### src/rtl/mdu_iterative.sv
// rtl/mdu_iterative.sv - iterative RV M-extension multiply/divide unit for the EX stage
// Optional early-out for trivial operands: define MDU_EARLY_OUT_EN.
module mdu_iterative #(
    parameter int XLEN  = 32,
    parameter int TAG_W = 5
) (
    input  logic             clk,
    input  logic             reset,
    input  logic             i_start,
    input  logic [2:0]       i_funct3,
    input  logic [XLEN-1:0]  i_rs1,
    input  logic [XLEN-1:0]  i_rs2,
    input  logic [TAG_W-1:0] i_tag,
    input  logic             i_flush,
    output logic             o_busy,
    output logic             o_done,
    output logic [XLEN-1:0]  o_result,
    output logic [TAG_W-1:0] o_tag
);

    localparam int CNT_W = $clog2(XLEN);
    localparam logic [CNT_W-1:0] CNT_LAST = CNT_W'(XLEN - 1);

    typedef enum logic [1:0] {
        IDLE = 2'd0,
        CALC = 2'd1,
        FIX  = 2'd2,
        DONE = 2'd3
    } state_t;

    state_t             state;
    logic [2:0]         f3_q;
    logic [TAG_W-1:0]   tag_q;
    logic               s1_q;
    logic               s2_q;
    logic               div0_q;
    logic [XLEN-1:0]    op_b;
    logic [XLEN-1:0]    acc;
    logic [XLEN-1:0]    lo;
    logic [CNT_W-1:0]   cnt;

    logic               is_div_in;
    logic               s1_in;
    logic               s2_in;
    logic               div0_in;
    logic [XLEN-1:0]    abs1;
    logic [XLEN-1:0]    abs2;

    always_comb begin
        is_div_in = i_funct3[2];
        s1_in     = 1'b0;
        s2_in     = 1'b0;
        case (i_funct3)
            3'd1, 3'd4, 3'd6: begin
                s1_in = i_rs1[XLEN-1];
                s2_in = i_rs2[XLEN-1];
            end
            3'd2:    s1_in = i_rs1[XLEN-1];
            default: ;
        endcase
        abs1    = s1_in ? (~i_rs1 + 1'b1) : i_rs1;
        abs2    = s2_in ? (~i_rs2 + 1'b1) : i_rs2;
        div0_in = is_div_in && (i_rs2 == '0);
    end

`ifdef MDU_EARLY_OUT_EN
    logic ovf_in;
    logic early_in;

    always_comb begin
        ovf_in   = (i_funct3 == 3'd4 || i_funct3 == 3'd6)
                   && (i_rs1 == {1'b1, {(XLEN-1){1'b0}}})
                   && (i_rs2 == {XLEN{1'b1}});
        early_in = div0_in || ovf_in
                   || (!is_div_in && (i_rs1 == '0 || i_rs2 == '0));
    end
`endif

    // Multiply: {acc, lo} is the product shifting right, lo starts as the multiplier.
    // Divide: lo shifts the dividend out and the quotient in, acc is the partial remainder.
    logic [XLEN:0]      mul_sum;
    logic [XLEN:0]      div_shift;
    logic [XLEN:0]      div_diff;

    always_comb begin
        mul_sum   = {1'b0, acc} + (lo[0] ? {1'b0, op_b} : {(XLEN+1){1'b0}});
        div_shift = {acc, lo[XLEN-1]};
        div_diff  = div_shift - {1'b0, op_b};
    end

    logic [2*XLEN-1:0]  prod;
    logic [2*XLEN-1:0]  prod_fix;
    logic [XLEN-1:0]    quot_fix;
    logic [XLEN-1:0]    rem_fix;
    logic [XLEN-1:0]    result_sel;

    // A zero divisor must yield all ones regardless of the dividend sign.
    always_comb begin
        prod     = {acc, lo};
        prod_fix = (s1_q ^ s2_q) ? (~prod + 1'b1) : prod;
        quot_fix = div0_q ? {XLEN{1'b1}}
                 : ((s1_q ^ s2_q) ? (~lo + 1'b1) : lo);
        rem_fix  = s1_q ? (~acc + 1'b1) : acc;
        case (f3_q)
            3'd0:             result_sel = prod_fix[XLEN-1:0];
            3'd1, 3'd2, 3'd3: result_sel = prod_fix[2*XLEN-1:XLEN];
            3'd4, 3'd5:       result_sel = quot_fix;
            default:          result_sel = rem_fix;
        endcase
    end

    always_ff @(posedge clk or posedge reset) begin
        if (reset) begin
            state    <= IDLE;
            f3_q     <= '0;
            tag_q    <= '0;
            s1_q     <= 1'b0;
            s2_q     <= 1'b0;
            div0_q   <= 1'b0;
            op_b     <= '0;
            acc      <= '0;
            lo       <= '0;
            cnt      <= '0;
            o_busy   <= 1'b0;
            o_done   <= 1'b0;
            o_result <= '0;
            o_tag    <= '0;
        end else begin
            o_done <= 1'b0;
            case (state)
                IDLE: begin
                    if (i_start && !i_flush) begin
                        f3_q   <= i_funct3;
                        tag_q  <= i_tag;
                        s1_q   <= s1_in;
                        s2_q   <= s2_in;
                        div0_q <= div0_in;
                        op_b   <= abs2;
                        cnt    <= '0;
                        o_busy <= 1'b1;
`ifdef MDU_EARLY_OUT_EN
                        // Preload what the full iteration would leave behind.
                        if (early_in) begin
                            lo    <= is_div_in ? abs1 : '0;
                            acc   <= div0_in ? abs1 : '0;
                            state <= FIX;
                        end else begin
                            lo    <= abs1;
                            acc   <= '0;
                            state <= CALC;
                        end
`else
                        lo     <= abs1;
                        acc    <= '0;
                        state  <= CALC;
`endif
                    end
                end
                CALC: begin
                    if (i_flush) begin
                        o_busy <= 1'b0;
                        state  <= IDLE;
                    end else begin
                        if (f3_q[2]) begin
                            if (!div_diff[XLEN]) begin
                                acc <= div_diff[XLEN-1:0];
                                lo  <= {lo[XLEN-2:0], 1'b1};
                            end else begin
                                acc <= div_shift[XLEN-1:0];
                                lo  <= {lo[XLEN-2:0], 1'b0};
                            end
                        end else begin
                            acc <= mul_sum[XLEN:1];
                            lo  <= {mul_sum[0], lo[XLEN-1:1]};
                        end
                        if (cnt == CNT_LAST) begin
                            cnt   <= '0;
                            state <= FIX;
                        end else begin
                            cnt <= cnt + 1'b1;
                        end
                    end
                end
                FIX: begin
                    o_busy <= 1'b0;
                    if (i_flush) begin
                        state <= IDLE;
                    end else begin
                        o_result <= result_sel;
                        o_tag    <= tag_q;
                        state    <= DONE;
                    end
                end
                DONE: begin
                    o_done <= !i_flush;
                    state  <= IDLE;
                end
                default: state <= IDLE;
            endcase
        end
    end

endmodule

### config.mk
export PLATFORM = sky130hd
export DESIGN_NAME = mdu_iterative
export DESIGN_NICKNAME = d
export VERILOG_FILES = /design/src/rtl/mdu_iterative.sv
export SDC_FILE = /design/constraint.sdc
export NUM_CORES = 1
export LEC_CHECK = 0
export ABC_AREA = 0
export ABC_CLOCK_PERIOD_IN_PS = 9700
export BUFFER_PORTS_ARGS = -buffer_cell sky130_fd_sc_hd__clkbuf_2
export CORE_MARGIN = 2
export CORE_UTILIZATION = 40
export CTS_BUF_LIST = sky130_fd_sc_hd__clkbuf_8
export DETAILED_ROUTE_END_ITERATION = 10
export GPL_TIMING_DRIVEN = 0
export REMOVE_ABC_BUFFERS = 1
export SKIP_CTS_REPAIR_TIMING = 1
export SLEW_MARGIN = 20
export SYNTH_ARGS = -nofsm -noshare
export SYNTH_HDL_FRONTEND = slang
export SYNTH_SLANG_ARGS = --single-unit
### constraint.sdc
create_clock -name clk -period 9.7 [get_ports clk]
set_input_delay 1.94 -clock clk [delete_from_list [all_inputs] [get_ports clk]]
set_output_delay 1.94 -clock clk [all_outputs]
set_load 0.01 [all_outputs]
==> out/metrics.csv, run 1 <==
metric,value,unit
outcome,completed,
input/output buffers,114,
Placer Congestion,0.844,
Initial Util,40.3,%
Mapped Avg Cell Area,7.82,um^2
Clock Path Buffers,2,
crit-path leading delay family,compound AO/OA/AOI/OAI gates,
GRT met2 Usage,37.9,%
final core occ,44.1,%
CP max-delay cell,clkinv_1,
placed cells,2284,
I/O pin cnt,115,
relative slew slack,32.7,%
# fillers,3599,
CP startpoint,lo[0]$_DFFE_PP0P_,
final instance area,15600,um^2
kind of end point of the critical path,flip-flop,
Buf/Inv on CP,2,
WP depth,12,
CTS H-tree depth,4,
worst hold path type,reg2reg,
final worst path period share,47.8,%
CP max stage delay,0.87,ns
most common cell in the netlist,nand2_1,
CTS sink count,153,
Arrival @ worst endpoint,4.97,ns
Core Area,35300,um^2
CP Launch Type,flip-flop,
Place WS,4.88,ns
vias per cell,5.77,
post-synthesis cell type count,70,
grt ovf,0,
post-route antenna net violation count,0,
"Top FF cell, synth",dfrtp_1,
initial antenna violation count,0,
die width,193,um
iteration count of the initial detailed-routing pass,5,
yosys warns,0,
Iteration-0 DRC Markers,942,
worst-path fanout max,33,
Post-synth EDFFs,0,
area added between synthesis and finish,9.47,%
post-synthesis sequential area ratio,26.9,%
Die Y,193,um
clock slew at the register clock pins of the worst setup and hold paths,0.09,ns
M3 GR Usage,3.18,%
top post-synthesis cells by count,"nand2_1, o21ai_0, dfrtp_1, nor2_1, xnor2_1",
maximum clock frequency,216,MHz
Cell Pwr Density,340,nW/um^2
via count,13400,
Avg WL per Cell,18.7,um
DRC violations left,0,
largest net degree at the start of global routing,99,
largest cells by area after synthesis,"dfrtp_1, xnor2_1, o21ai_0",
Post-synth ARST share,100,%
Total Wirelength,43.3,mm
Layout Cells excl Fill,2316,
post-synthesis instance total,1819,
total CTS buffers,17,
worst path cell trace,clkinv_1 -> nor2_1 -> ha_1 -> a2111oi_0 -> inv_1 -> o21ai_0 -> nand2_1 -> a41oi_1 -> o41ai_1 -> a311oi_1 -> xor2_1 -> o221ai_1,
Mapped Area,14200,um^2
Synth area leader,dfrtp_1,
Diodes inserted,0,
Leakage,6.97,nW
worst hold path endpoint,o_tag[4]$_DFFE_PP0P_,
hold path cells,2,
Reg2Reg Depth,12,
number of max-cap violations,0,
Reg2Reg Launch Point,lo[0]$_DFFE_PP0P_,
Final Setup Violations,0,
Area after DPL,15200,um^2
Tot GR Track Use,23.7,%
synthesis-stage register bit count,153,
fraction of layout cells with a size suffix above 1,11.3,%
met1 usage,33.3,%
Worst R2R End,acc[26]$_DFFE_PP0P_,
Slew @ Worst Pin,1.01,ns
most used routing layer,met2,
CP required,10.04,ns
final hold vios,0,
VDD IR-drop max,0.144,mV
Die ar.,37100,um^2
clock root buffer,clkbuf_8,
CP Class,reg2reg,
first-pass GRT wire length,69.0,mm
post-route setup slack,5.07,ns
Hold Path Origin,tag_q[4]$_DFFE_PP0P_,
Worst-Skew Late Latency,0.50,ns
Final #Nets,1995,
post-detail-place hpwl,33.0,mm
unrepaired setup endpoints after global routing,no,
final worst path period need,4.63,ns
"reg-to-reg slack, setup",5.07,ns
number of global-route vias before repair,12500,
row count,69,
Slew Limit Fails,0,
TritonCTS clock tree,built,
clock skew,0.0173,ns
Synth top area share,26.9,%
## tightest hold or removal path: cells and delay by family, from the launching register on
family | cells | cell delay, ns
AND/OR/NAND/NOR | 2 | 0.10
flip-flops | 1 | 0.35
## worst max-delay path by stage
stage                          endpoint  slack, ns
finish              acc[26]$_DFFE_PP0P_       5.07
detailed placement  acc[31]$_DFFE_PP0P_       4.88
global placement    acc[31]$_DFFE_PP0P_      -0.39
CTS                 acc[26]$_DFFE_PP0P_       5.35
global route        acc[30]$_DFFE_PP0P_       4.66
floorplan           acc[31]$_DFFE_PP0P_       2.80
## cells by family (layout without fill, tap and decap cells)
| kind of cell | after synthesis | in the layout | share of synthesized area, % |
|---|---|---|---|
| compound gates | 574 | 574 | 25.0 |
| xor+xnor | 207 | 207 | 12.7 |
| buf+inv | 196 | 232 | 5.95 |
| simple gates | 546 | 546 | 17.8 |
| mux | 66 | 66 | 4.75 |
| fa+ha+maj | 77 | 77 | 6.88 |
| flops | 153 | 153 | 26.9 |
## layout make-up
class                   count  area [um^2]  share of cell area (%)
multi-input cells        1470         9640                    61.9
flip-flops and latches    153         3830                    24.6
repair buffers            130          855                    5.49
well taps                 461          577                    3.70
inverters                  70          270                    1.73
clock buffers              19          262                    1.68
clock inverters            13          144                   0.924
## metal layers
| metal | vias to the layer above | wire length, um |
|---|---|---|
| li1 | 6547 | - |
| met3 | 50 | 2150 |
| met4 | 0 | 997 |
| met2 | 354 | 19800 |
| met1 | 6415 | 20400 |
| met5 | - | 0 |
## metrics by stage
| stage | power [mW] | TNS [ns] | hold slack (ns) |
|---|---|---|---|
| 2_1_floorplan | 3.73 | 0 | 0.433 |
| 3_3_place_gp | 4.62 | -0.454 | 0.441 |
| 3_5_place_dp | 4.74 | 0 | 0.447 |
| 4_1_cts | 5.29 | 0 | 0.478 |
| 5_1_grt | 5.76 | 0 | 0.488 |
| 6_report | 5.30 | 0 | 0.470 |
## where the power goes
part	internal [mW]	switching [mW]	leakage, nW	total (mW)
clock	0.245	0.285	0.201	0.530
sequential	0.845	0.380	1.99	1.23
combinational	1.47	2.07	4.79	3.55
total	2.56	2.74	6.97	5.30
## layout by cell type, fill, tap and decap left out, drive strengths merged, types with 32 or more instances in the layout
master,n
nor2,136
a21oi,124
o31ai,32
a21o,38
nand2,228
clkbuf,133
inv,74
xnor2,128
o21ai,221
ha,75
dfrtp,153
xor2,79
mux2i,54
## sequential cells by signal, indices dropped and copies added, names as in the netlist
name      cells
o_result     32
div0_q        1
o_done        1
s1_q          1
acc          32
op_b         32
cnt           5
o_tag         5
state         2
s2_q          1
tag_q         5
f3_q          3
o_busy        1
lo           32
(Power assumes the default switching activity.)
==> run 2: changes to the inputs <==
Settings changed: ABC_CLOCK_PERIOD_IN_PS 9700 to 4200.
Clock period 9.7 ns to 4.2 ns, I/O delays scaled along.
==> out/metrics.csv, run 2 (synthesized netlist as in run 1, its figures left out) <==
metric,value,unit
unrepaired setup endpoints after global routing,no,
CP max-delay cell,dfrtp_1,
NetSw,6.35,mW
Total Wirelength,43.6,mm
register area,3830,um^2
Cell Pwr Density,787,nW/um^2
clock share of power,10.0,%
Slew Limit Fails,0,
final worst path period share,95.8,%
final worst path period need,4.02,ns
Initial Util,40.3,%
CP required,4.58,ns
input/output buffers,114,
clock root buffer,clkbuf_8,
P_int,5.94,mW
Flop pwr share,23.1,%
final hold vios,0,
Leakage,6.98,nW
grt ovf,0,
Buf/Inv on CP,3,
Core Area,35300,um^2
Final #Nets,1999,
CTS sink count,153,
post-detail-place hpwl,33.0,mm
most used cell along the critical path,buf_6,
post-route antenna net violation count,0,
"commonest cells after routing, fill and taps aside","nand2_1, o21ai_0, dfrtp_1",
Slew @ Worst Pin,1.01,ns
fraction of layout cells with a size suffix above 1,11.6,%
initial antenna violation count,0,
worst path cell trace,ha_1 -> nand4_1 -> nor4_1 -> o211ai_1 -> nand4_1 -> a31oi_1 -> xnor2_2 -> buf_6 -> buf_6 -> buf_6 -> mux2_2 -> a21oi_1 -> nor2_1,
clock skew,0.0171,ns
relative slew slack,32.2,%
first-pass GRT wire length,69.0,mm
Multi-input gate area,9640,um^2
Iteration-0 DRC Markers,1021,
row count,69,
TritonCTS clock tree,built,
worst-path fanout max,12,
Final Setup Violations,0,
via count,13400,
clock slew at the register clock pins of the worst setup and hold paths,0.10,ns
crit-path leading delay family,simple AND/OR/NAND/NOR gates,
switching part of the total,51.7,%
maximum clock frequency,249,MHz
Clock Path Buffers,2,
number of max-cap violations,0,
Final Power,12.3,mW
CP Class,reg2reg,
Arrival @ worst endpoint,4.41,ns
Die Y,193,um
worst hold path type,in2async,
Tot GR Track Use,23.7,%
# fillers,3597,
CTS H-tree depth,4,
outcome,completed,
DRC violations left,0,
VDD IR-drop max,0.332,mV
Avg WL per Cell,18.8,um
iteration count of the initial detailed-routing pass,5,
Comb pwr share,66.9,%
Area after DPL,15200,um^2
number of global-route vias before repair,12500,
final instance area,15600,um^2
CP max stage delay,0.55,ns
I/O pin cnt,115,
vias per cell,5.78,
Placer Congestion,0.844,
die width,193,um
Die ar.,37100,um^2
Worst-Skew Late Latency,0.50,ns
"most common cell after layout, fill and taps aside",nand2_1,
Diodes inserted,0,
kind of end point of the critical path,flip-flop,
largest net degree at the start of global routing,99,
area added between synthesis and finish,9.74,%
total CTS buffers,17,
CP Launch Type,flip-flop,
## run 2: changes by cell type in the layout (fill, tap and decap cells not counted)
cell / before / now
a21oi_1: 123 / 122
a21oi_2: 1 / 2
buf_4: 0 / 3
clkinv_1: 1 / 0
clkinvlp_4: 3 / 5
dfrtp_1: 151 / 150
dfrtp_2: 1 / 2
## run 2: metrics by stage
step                hold slack (ns)  util [%]  setup WS [ns]  cells  TNS, ns
floorplan                     0.433         -          -1.60   1693  -183.73
global placement              0.441      41.9          -4.79   2268  -748.72
detailed placement            0.447      43.0         -0.106   2284   -0.230
CTS                           0.348      44.1         -0.151   2316   -0.369
global route                  0.351      44.2        0.00930   2320        0
finish                        0.352      44.2          0.177   2320        0
## run 2: power groups by stage
stage	sequential (mW)	combinational [mW]	clock, mW
after CTS	2.82	8.14	1.26
after global placement	2.90	7.65	0
final	2.84	8.22	1.23
after floorplan	2.59	6.01	0
after detailed placement	2.85	8.09	0
after global routing	2.93	9.10	1.32
## run 2: worst paths after layout
kind | start | end | slack (ns) | cells past startpoint
min in group clk | tag_q[4]$_DFFE_PP0P_ | o_tag[4]$_DFFE_PP0P_ | 0.47 | 2
hold reg to reg | tag_q[4]$_DFFE_PP0P_ | o_tag[4]$_DFFE_PP0P_ | 0.47 | 2
setup / recovery | acc[17]$_DFFE_PP0P_ | acc[15]$_DFFE_PP0P_ | 0.18 | 13
max in group asynchronous | reset | s1_q$_DFFE_PP0P_ | 2.96 | 3
hold / removal | reset | op_b[30]$_DFFE_PP0P_ | 0.35 | 2
setup reg to reg | acc[17]$_DFFE_PP0P_ | acc[15]$_DFFE_PP0P_ | 0.18 | 13
## run 2: worst register-to-register path: cells and delay by family, from the launching register on
family,cells,cell delay (ns)
DFF,1,0.55
muxes,1,0.37
buffers and inverters,3,0.60
AOI/OAI and AO/OA,3,0.63
and+or+nand+nor,4,1.04
adders and majority gates,1,0.50
xor gates and xnor gates,1,0.23
## run 2: final cells by class
| cell class | instances | area share, % |
|---|---|---|
| clock inverters | 13 | 0.921 |
| repair buffers | 133 | 5.62 |
| repair inverters | 1 | 0.0481 |
| inverters | 70 | 1.75 |
| multi-input cells | 1470 | 61.7 |
| flip-flops and latches | 153 | 24.6 |
| well taps | 461 | 3.69 |
| clock buffers | 19 | 1.67 |
## run 2: layer usage
layer  global-route usage [%]  vias up  share of wire [%]
met5                        0        -                  0
met4                     7.02        0                2.4
met3                     3.18       51                4.9
met2                     37.9      351                 46
met1                     33.3     6441                 47
li1                         -     6572                  -
